<file path="src/rtl/store_buffer_drain.sv">
// Post-commit store buffer: holds retired stores in a small circular queue,
// drains them in order to the dcache write port with a hold-until-resp
// handshake, and answers combinational store-to-load forwarding look-ups.
module store_buffer_drain #(
  parameter int SB_DEPTH = 4,
  parameter int ADDR_W   = 32
) (
  input  logic              clk,
  input  logic              rst,
  input  logic              commit_valid,
  input  logic [ADDR_W-1:0] commit_addr,
  input  logic [3:0]        commit_mask,
  input  logic [31:0]       commit_data,
  output logic              commit_ready,
  output logic [ADDR_W-1:0] dmem_addr,
  output logic [3:0]        dmem_wmask,
  output logic [31:0]       dmem_wdata,
  input  logic              dmem_resp,
  input  logic [ADDR_W-1:0] ld_addr,
  input  logic [3:0]        ld_rmask,
  output logic              ld_hit,
  output logic [31:0]       ld_fwd_data,
  output logic              ld_conflict,
  output logic              sb_empty,
  output logic [2:0]        sb_count
);

  localparam int PTR_W = $clog2(SB_DEPTH);
  localparam int CNT_W = 3;

  typedef enum logic {
    S_IDLE,
    S_WAIT
  } state_t;

  // Entry storage, one register set per slot
  logic [31:0]       data_reg  [SB_DEPTH];
  logic [ADDR_W-1:0] addr_reg  [SB_DEPTH];
  logic [3:0]        mask_reg  [SB_DEPTH];
  logic [SB_DEPTH-1:0] valid_reg;
  logic [SB_DEPTH-1:0] sent_reg;

  logic [PTR_W-1:0] head_reg;
  logic [PTR_W-1:0] tail_reg;
  logic [CNT_W-1:0] count_reg;
  logic [CNT_W-1:0] count_next;
  state_t           state_reg;

  logic enq;
  logic issue;
  logic pop;

  // Look-up signals
  logic [SB_DEPTH-1:0] match;
  logic                found;
  logic [PTR_W-1:0]    sel_idx;
  logic [3:0]          sel_mask;
  logic                full_cover;

  // Byte-lane bits of the load address never take part in the word compare.
  logic unused_ld_lsb;
  assign unused_ld_lsb = ^ld_addr[1:0];

  assign commit_ready = (count_reg != CNT_W'(SB_DEPTH));
  assign sb_empty     = (count_reg == '0);
  assign sb_count     = count_reg;

  // A zero-mask commit is a no-op; a commit while full is dropped.
  assign enq   = commit_valid && commit_ready && (commit_mask != 4'h0);
  // Start a request only from IDLE and only once per entry.
  assign issue = (state_reg == S_IDLE) && (count_reg != '0) && !sent_reg[head_reg];
  assign pop   = (state_reg == S_WAIT) && dmem_resp;

  // Occupancy change: simultaneous enqueue and pop cancel out
  always_comb begin
    count_next = count_reg;
    case ({enq, pop})
      2'b10:   count_next = count_reg + CNT_W'(1);
      2'b01:   count_next = count_reg - CNT_W'(1);
      default: count_next = count_reg;
    endcase
  end

  // Queue pointers and occupancy count
  always_ff @(posedge clk or negedge rst) begin
    if (!rst) begin
      head_reg  <= '0;
      tail_reg  <= '0;
      count_reg <= '0;
    end else begin
      if (enq) tail_reg <= tail_reg + PTR_W'(1);
      if (pop) head_reg <= head_reg + PTR_W'(1);
      count_reg <= count_next;
    end
  end

  genvar gi;
  generate
    for (gi = 0; gi < SB_DEPTH; gi++) begin : g_entry
      // Per-slot payload, valid and sent_to_cache tracking
      always_ff @(posedge clk or negedge rst) begin
        if (!rst) begin
          valid_reg[gi] <= 1'b0;
          sent_reg[gi]  <= 1'b0;
          data_reg[gi]  <= '0;
          addr_reg[gi]  <= '0;
          mask_reg[gi]  <= '0;
        end else if (enq && (tail_reg == PTR_W'(gi))) begin
          // Only a free slot can be the tail, so this never races the pop.
          valid_reg[gi] <= 1'b1;
          sent_reg[gi]  <= 1'b0;
          data_reg[gi]  <= commit_data;
          addr_reg[gi]  <= commit_addr;
          mask_reg[gi]  <= commit_mask;
        end else begin
          if (issue && (head_reg == PTR_W'(gi))) sent_reg[gi] <= 1'b1;
          if (pop && (head_reg == PTR_W'(gi))) begin
            valid_reg[gi] <= 1'b0;
            sent_reg[gi]  <= 1'b0;
          end
        end
      end

      // The in-flight head stays visible to loads until its response returns.
      assign match[gi] = valid_reg[gi]
                       && (addr_reg[gi][ADDR_W-1:2] == ld_addr[ADDR_W-1:2])
                       && ((mask_reg[gi] & ld_rmask) != 4'h0);
    end
  endgenerate

  // Drain FSM with registered dcache request outputs
  always_ff @(posedge clk or negedge rst) begin
    if (!rst) begin
      state_reg  <= S_IDLE;
      dmem_addr  <= '0;
      dmem_wmask <= '0;
      dmem_wdata <= '0;
    end else begin
      case (state_reg)
        S_IDLE: begin
          if (issue) begin
            dmem_addr  <= {addr_reg[head_reg][ADDR_W-1:2], 2'b00};
            dmem_wmask <= mask_reg[head_reg];
            dmem_wdata <= data_reg[head_reg];
            state_reg  <= S_WAIT;
          end
        end
        S_WAIT: begin
          // Outputs hold until accepted; dropping wmask forces one idle
          // cycle before the next request.
          if (dmem_resp) begin
            dmem_wmask <= '0;
            state_reg  <= S_IDLE;
          end
        end
        default: state_reg <= S_IDLE;
      endcase
    end
  end

  // Youngest-match select: scan oldest to youngest so the youngest wins
  always_comb begin
    logic [PTR_W-1:0] idx;
    found   = 1'b0;
    sel_idx = '0;
    idx     = '0;
    for (int k = SB_DEPTH - 1; k >= 0; k--) begin
      idx = tail_reg - PTR_W'(1) - PTR_W'(k);
      if (match[idx]) begin
        found   = 1'b1;
        sel_idx = idx;
      end
    end
  end

  assign sel_mask    = mask_reg[sel_idx];
  assign full_cover  = ((sel_mask & ld_rmask) == ld_rmask);
  assign ld_hit      = found && full_cover;
  assign ld_conflict = found && !full_cover;
  assign ld_fwd_data = ld_hit ? data_reg[sel_idx] : 32'h0;

endmodule

</file>
<file path="config.mk">
export PLATFORM = sky130hd
export DESIGN_NAME = store_buffer_drain
export DESIGN_NICKNAME = d
export VERILOG_FILES = /design/src/rtl/store_buffer_drain.sv
export SDC_FILE = /design/constraint.sdc
export NUM_CORES = 1
export LEC_CHECK = 0
export BUFFER_PORTS_ARGS = -buffer_cell sky130_fd_sc_hd__buf_2
export CORE_UTILIZATION = 45
export CTS_CLUSTER_SIZE = 40
export DETAILED_ROUTE_END_ITERATION = 16
export GPL_TIMING_DRIVEN = 0
export PLACE_DENSITY = 0.75
export SYNTH_ARGS = -nofsm -noshare
export SYNTH_HDL_FRONTEND = slang
export SYNTH_SLANG_ARGS = --single-unit
</file>
<file path="constraint.sdc">
create_clock -name clk -period 8.6 [get_ports clk]
set_clock_uncertainty 0.05 [all_clocks]
set_input_delay 0 -clock clk [delete_from_list [all_inputs] [get_ports clk]]
set_output_delay 0 -clock clk [all_outputs]
set_load 0.05 [all_outputs]
</file>
==> results.md, run 1 <==
* Clk_lat worst skew at between 0.5 and 0.6 ns
* Synth top area share at 0.470
* DRC Markers at 0
* RSZ-0062 raised after global routing: false
* Final net count at 1,764
* Non-Filler Instances at 2,203
* Fraction of registers with async set/reset at 1.00
* Clock Sinks at 346
* CTS tree: yes
* Initial antenna violation count at 5
* Die H at 204 µm
* Tcrit/Tclk final at 0.650
* Wire length per cell at ~25 µm
* Global Route Usage Sum at 0.265
* Vias per inst at 5.93
* Synth top area cells: dfrtp_1, mux2_2, mux4_2
* Number of library cell types mapped by synthesis at 59
* Final ANT Viol Nets at 0
* CORE AREA at 40,100 µm²
* Max FFs per register at roughly 130
* Final Power at ~9.3 mW
* CP required at 8.55 ns
* Slew HR at 0.144
* Vias in the first global route at ~13,000
* Sequential-to-total area share from yosys stat at 0.470
* # IOs at 215
* Post-Syn Instances at roughly 1,300
* Layout cells sized above 1 at 0.427
* Fin. max-slew vios at 0
* Synth area leader: dfrtp_1
* Pwr Density at 417 nW/µm²
* Initial DRC Count at 1,076
* Crit path arrival time at around 5.5 ns
* I/O Buffers at about 200
* Global-route wire length before repair at 83,300 µm
* Final setup viols at 0
* Die Footprint at between 40,000 and 50,000 µm²
* Die X at around 200 µm
* Top Layer Used: met5
* Startpoint types: flop
* Post-CTS Hold Buffers at 69
* Synth Cell Area at 18,400 µm²
* Floorplan row count at 73
* H-Tree Depth at 2
* Bufs on Longest Clock Path at 3
* Dominant synthesized flop cell: dfrtp_1
* Setup bufs post-CTS at 0
* Post-CTS sizing at 0
* Setup TNS at 0 ns
* Routed WL at 54,800 µm
* DRT met1 WL at 22,800 µm
* Max-cap violations at 0
* Starting Density at 0.459
* Crit-path max FO at 10
* Seq cells post-synth at around 350
* Critical path endpoint category: output pin
* Inst Count DP at 2,061
* First drt pass iteration count at 8
* Slew @ Worst Pin at 1.28 ns
* CTS Buf Count at 39
* Layout Area Growth over Synthesis at 20.6%
* Avg Synthesized Cell Area at 13.9 µm²
* HPWL Detailed at 40,300 µm
* Worst vdd rail ir drop at 0.311 mV
* Fmax at 179 MHz
* Root Driver: clkbuf_16
* DR WL met3 at 3360 µm
* Total number of vias at 13,100
* Yosys Warn Count at 0
* Total gr overflow at 0
* Hold Path Class: in2async
* Crit Path Class: reg2out
* LEAKAGE at 9.25 nW
* GPL Wtd Cong at 0.987
* Largest net degree at the start of global routing at 124
* Flop-to-flop setup slack at 5.14 ns
* Status: completed
* Min cycle time layout at 5.59 ns
* Post-synth EDFFs at 0
* Routed wl met2 at 27,200 µm
* Clk slew on worst S/H paths at about 0.06 ns
* Final hold violation count at 0
[cell usage in the layout (no fill, tap or decap), drive strengths merged, types with 2 or more instances in the layout]
master | Yosys | final
a221oi | 4 | 4
inv | 25 | 29
or4 | 6 | 6
diode | 0 | 3
dfrtp | 346 | 346
o22ai | 3 | 3
nand3 | 13 | 13
a211oi | 34 | 34
o221ai | 2 | 2
a21oi | 5 | 5
nor2b | 3 | 3
nand2 | 35 | 35
nand3b | 4 | 4
nor2 | 20 | 20
nand4b | 3 | 3
and3 | 35 | 35
and4 | 3 | 3
clkbuf | 37 | 91
a2111oi | 33 | 33
mux2 | 328 | 328
buf | 46 | 253
dlygate4sd3 | 0 | 69
xor2 | 70 | 70
nor3 | 8 | 8
clkinv | 1 | 8
nor4 | 34 | 34
nand4 | 22 | 22
bufinv | 0 | 5
conb | 1 | 2
xnor2 | 55 | 55
ha | 9 | 9
or4b | 2 | 2
a22o | 5 | 5
and2 | 2 | 2
nor4b | 3 | 3
mux2i | 36 | 36
mux4 | 66 | 66
o21ai | 17 | 17
[cell type report]
cell class,count,area (µm²)
sequential,346,8660
clock buffer,54,1100
inverter,26,97.6
timing repair buffer,276,1780
antenna,3,7.51
clock inverter,16,228
fill,3289,17900
tap,525,657
multi-input combinational,874,9320
buffer,83,359
[final timing paths]
kind                                     from             end  depth (start not counted)
worst max register to register    head_reg[0]  dmem_wdata[10]                          5
max in group asynchronous                 rst    addr_reg[21]                          3
worst min register to register  dmem_wmask[1]   dmem_wmask[1]                          2
worst min-delay path                      rst  dmem_wdata[26]                          2
worst max-delay path             addr_reg[28]  ld_fwd_data[1]                         11
min in group clk                    dmem_resp       state_reg                          3
[synthesized netlist by cell type, types with 4 or more instances]
master       n
mux2i_1     35
xnor2_1     55
xor2_1      70
a2111oi_0    5
a211oi_1    34
o21ai_1      4
nand3b_1     4
nand2_1     35
buf_1       32
mux4_2      66
inv_1       25
nor3_1       8
nor2_1      20
and3_1      35
buf_2        8
a2111oi_4   28
a22o_1       5
clkbuf_1    37
or4_1        5
nor4_1      32
nand3_1     12
o21ai_0     13
a21oi_1      5
buf_6        4
mux2_2     327
ha_1         9
a221oi_1     4
nand4_1     21
dfrtp_1    346
[layer usage]
| layer | GRT usage | vias to the layer above |
|---|---|---|
| met5 | 0 | - |
| li1 | - | 5665 |
| met2 | 0.445 | 488 |
| met1 | 0.351 | 6808 |
| met4 | 0.0768 | 4 |
| met3 | 0.0426 | 96 |
[power by group]
group | switching, mW | internal (mW)
combinational | 2.39 | 1.97
clock | 0.696 | 1.05
sequential | 0.674 | 2.49
[kinds of logic after synthesis]
| logic type | Yosys count | synth area share |
|---|---|---|
| XOR/XNOR | 125 | 0.0594 |
| AO/OA/AOI/OAI | 111 | 0.0746 |
| adder cells (fa/ha/maj) | 10 | 0.00720 |
| multiplexers | 430 | 0.302 |
| other | 1 | 0.000204 |
| flip-flops | 346 | 0.470 |
| buffers and inverters | 109 | 0.0248 |
| AND/OR/NAND/NOR | 196 | 0.0621 |
[critical path, cell delays in order (launching register included)]
cell       delay, ns
dfrtp_1         0.41
xnor2_1         0.37
nand4_1         0.22
nor4_1          0.38
nand3b_1        0.22
o31ai_2         0.90
nand2_1         0.55
and2_1          0.33
mux2i_4         0.16
nand4_4         0.18
a2111oi_0       0.87
buf_2           0.41
[metrics by stage]
stage / cell area [µm²] / util / hold slack (ns) / setup WS (ns)
detailed placement: 20200 / 0.503 / 0.0774 / 3.80
finish: 22200 / 0.554 / 0.0682 / 3.01
global route: 22200 / 0.554 / 0.149 / 2.80
CTS: 22200 / 0.554 / 0.101 / 3.20
global placement: 20100 / 0.502 / 0.178 / 0.935
floorplan: 18400 / - / -0.346 / 3.54
(Power assumes the default switching activity.)
==> run 2, diff against run 1 <==
PLACE_DENSITY = 0.78   (was 0.75)
clock period = 4.6 ns   (was 8.6 ns; I/O delays follow)
==> results.md, run 2 (synthesis results as in run 1) <==
* Status: completed
* Layout cells sized above 1 at 0.438 (+0.0103)
* Root Driver: clkbuf_16
* Critical path endpoint category: output pin
* Die H at 204 µm (unchanged)
* Fmax at 221 MHz
* DRC Markers at 0 (unchanged)
* CP max stage delay at 0.63 ns (-0.27 ns)
* Crit path buf inv count at 2 (+1)
* Startpoint types: flop
* Vias per inst at 5.88 (-0.81%)
* Flop-to-flop setup slack at 1.13 ns (-4.01 ns)
* Switching pwr at 7.02 mW (+87%)
* Final net count at 1,770 (+0.34%)
* Clock Sinks at 346 (unchanged)
* Flop pwr share at 0.341 (about the same)
* Most frequent cells in the layout: dfrtp_1, mux2_2, buf_2
* CORE AREA at 40,100 µm² (unchanged)
* RSZ-0062 raised after global routing: true
* P_int at 10.4 mW (+89%)
* Clk slew on worst S/H paths at 0.06 ns (about the same)
* CTS tree: yes
* Largest net degree at the start of global routing at 128 (+3.2%)
* CP required at 4.55 ns (-4.00 ns)
* Initial antenna violation count at 6 (+1)
* Most common cell after layout, fill and taps aside: dfrtp_1
* LEAKAGE at 9.37 nW (+1.2%)
* Layout Area Growth over Synthesis at 21.9%
* CTS Buf Count at 39 (unchanged)
* Hold Path Class: in2reg
* Cell Chain, Critical Path: xnor2_1 > nand4_1 > nor4_1 > nand3b_1 > o31ai_4 > and2_1 > buf_6 > mux2_4 > mux2i_4 > nand4_4 > a2111oi_2 > buf_2
* Filler cells at 3,251 (-1.2%)
* Bufs on Longest Clock Path at 3 (unchanged)
* Post-DP Area at 20,200 µm² (+0.14%)
* Final setup viols at 0 (unchanged)
* Setup TNS at 0 ns (unchanged)
* Final hold violation count at 0 (unchanged)
* Global Route Usage Sum at 0.263 (-0.00114)
* Worst vdd rail ir drop at 0.461 mV (+48%)
* Initial DRC Count at 890 (-17%)
* Max-cap violations at 0 (unchanged)
* Crit-path slowest cell: a2111oi_2
* Crit-path max FO at 8 (-2)
* Slew @ Worst Pin at 1.44 ns (+0.160 ns)
* Clk_lat worst skew at 0.56 ns (+0.02 ns)
* # IOs at 215 (unchanged)
* Fin. max-slew vios at 0 (unchanged)
* Pwr Density at 777 nW/µm² (+86%)
* Vias in the first global route at 13,700 (+1.9%)
* Final ANT Viol Nets at 0 (unchanged)
* Total number of vias at 13,000 (-0.58%)
* GPL Wtd Cong at 0.921 (-6.6%)
* First drt pass iteration count at 5 (-3)
* Max FFs per register at 128 (unchanged)
* I/O Buffers at 205 (unchanged)
* Starting Density at 0.459 (unchanged)
* Switching Fraction at 0.402 (-0.00370)
* Power share of the clock group at 0.191 (+0.002)
* Routed WL at 54,600 µm (-0.53%)
* Min cycle time layout at 4.53 ns
* Tcrit/Tclk final at 0.985
* Die X at 204 µm (unchanged)
* Die Footprint at 41,800 µm² (unchanged)
* CP delay by family, top: simple AND/OR/NAND/NOR gates
* Finished Cell Area at 22,500 µm² (+1.1%)
* Crit path arrival time at 4.48 ns (-1.06 ns)
* Global-route wire length before repair at 82,700 µm (-0.68%)
* Total gr overflow at 0 (unchanged)
* Wire length per cell at 24.7 µm (-0.75%)
* HPWL Detailed at 40,200 µm (-0.17%)
* Slew HR at 0.0313 (-0.113)
* Power share of the combinational group at 0.468 (-0.002)
* H-Tree Depth at 2 (unchanged)
* Floorplan row count at 73 (unchanged)
* Crit Path Class: reg2out
## run 2: changes by cell type in the layout (fill, tap and decap cells not counted), moves of 3 or more
| cell | previous run | this run |
|---|---|---|
| buf_2 | 212 | 209 |
| clkbuf_2 | 0 | 3 |
| buf_4 | 2 | 7 |
| inv_6 | 4 | 0 |
| xnor2_2 | 0 | 9 |
| xnor2_1 | 55 | 45 |
## run 2: layout make-up
class,instances,area (µm²),area share
diodes,4,10.0,0.000446
plain buffers,83,363,0.0162
clock buffers,58,1150,0.0512
clock inverters,10,203,0.00903
inverters,26,97.6,0.00435
multi-input cells,874,9450,0.421
flip-flops and latches,346,8660,0.386
well taps,525,657,0.0293
repair buffers,282,1870,0.0832
## run 2: per-stage QoR
| step | utilization | hold WS, ns | instances | setup WS, ns | power [mW] |
|---|---|---|---|---|---|
| floorplan | - | -0.346 | 1329 | -0.464 | 11.6 |
| global placement | 0.502 | 0.179 | 2059 | -3.08 | 13.7 |
| detailed placement | 0.504 | -0.142 | 2063 | -0.323 | 14.0 |
| CTS | 0.557 | 0.160 | 2204 | 0.0150 | 17.4 |
| global route | 0.560 | 0.208 | 2208 | -0.0107 | 18.3 |
| finish | 0.560 | 0.189 | 2208 | 0.0677 | 17.4 |
## run 2: tightest hold or removal path, cell delays in order
cell and delay [ns]:
dlygate4sd3_1 0.51, buf_2 0.12, mux2_2 0.14
## run 2: worst paths after layout
check / from / end / depth (start not counted)
worst max-delay path: addr_reg[8] / ld_fwd_data[1] / 12
min in group asynchronous: rst / data_reg[91] / 4
max in group asynchronous: rst / dmem_addr[28] / 5
worst min register to register: dmem_addr[4] / dmem_addr[4] / 1
worst min-delay path: commit_addr[17] / addr_reg[17] / 3
worst max register to register: head_reg[0] / dmem_wdata[20] / 5
## run 2: timing repair
item,4_1_cts,5_1_grt
pin swaps,1,0
buffers inserted,2,0
gates cloned,0,0
hold buffers,71,0
resized for setup,9,25
hold endpoints to repair,537,0
endpoints found under the setup margin,34,32
## run 2: power by group through the flow
| stage | logic (mW) | clock network [mW] | registers [mW] |
|---|---|---|---|
| global route | 8.65 | 3.48 | 6.13 |
| floorplan | 5.01 | 0 | 6.61 |
| CTS | 8.18 | 3.37 | 5.90 |
| global placement | 7.91 | 0 | 5.81 |
| finish | 8.17 | 3.33 | 5.95 |
| detailed placement | 8.05 | 0 | 5.94 |
## run 2: layer usage
metal  global-route usage  up-vias  share of wire
li1                     -     5672              -
met1                0.344     6714           0.42
met2                0.438      486           0.49
met3               0.0458      109          0.063
met4               0.0989        4          0.034
met5                    0        -        0.00040
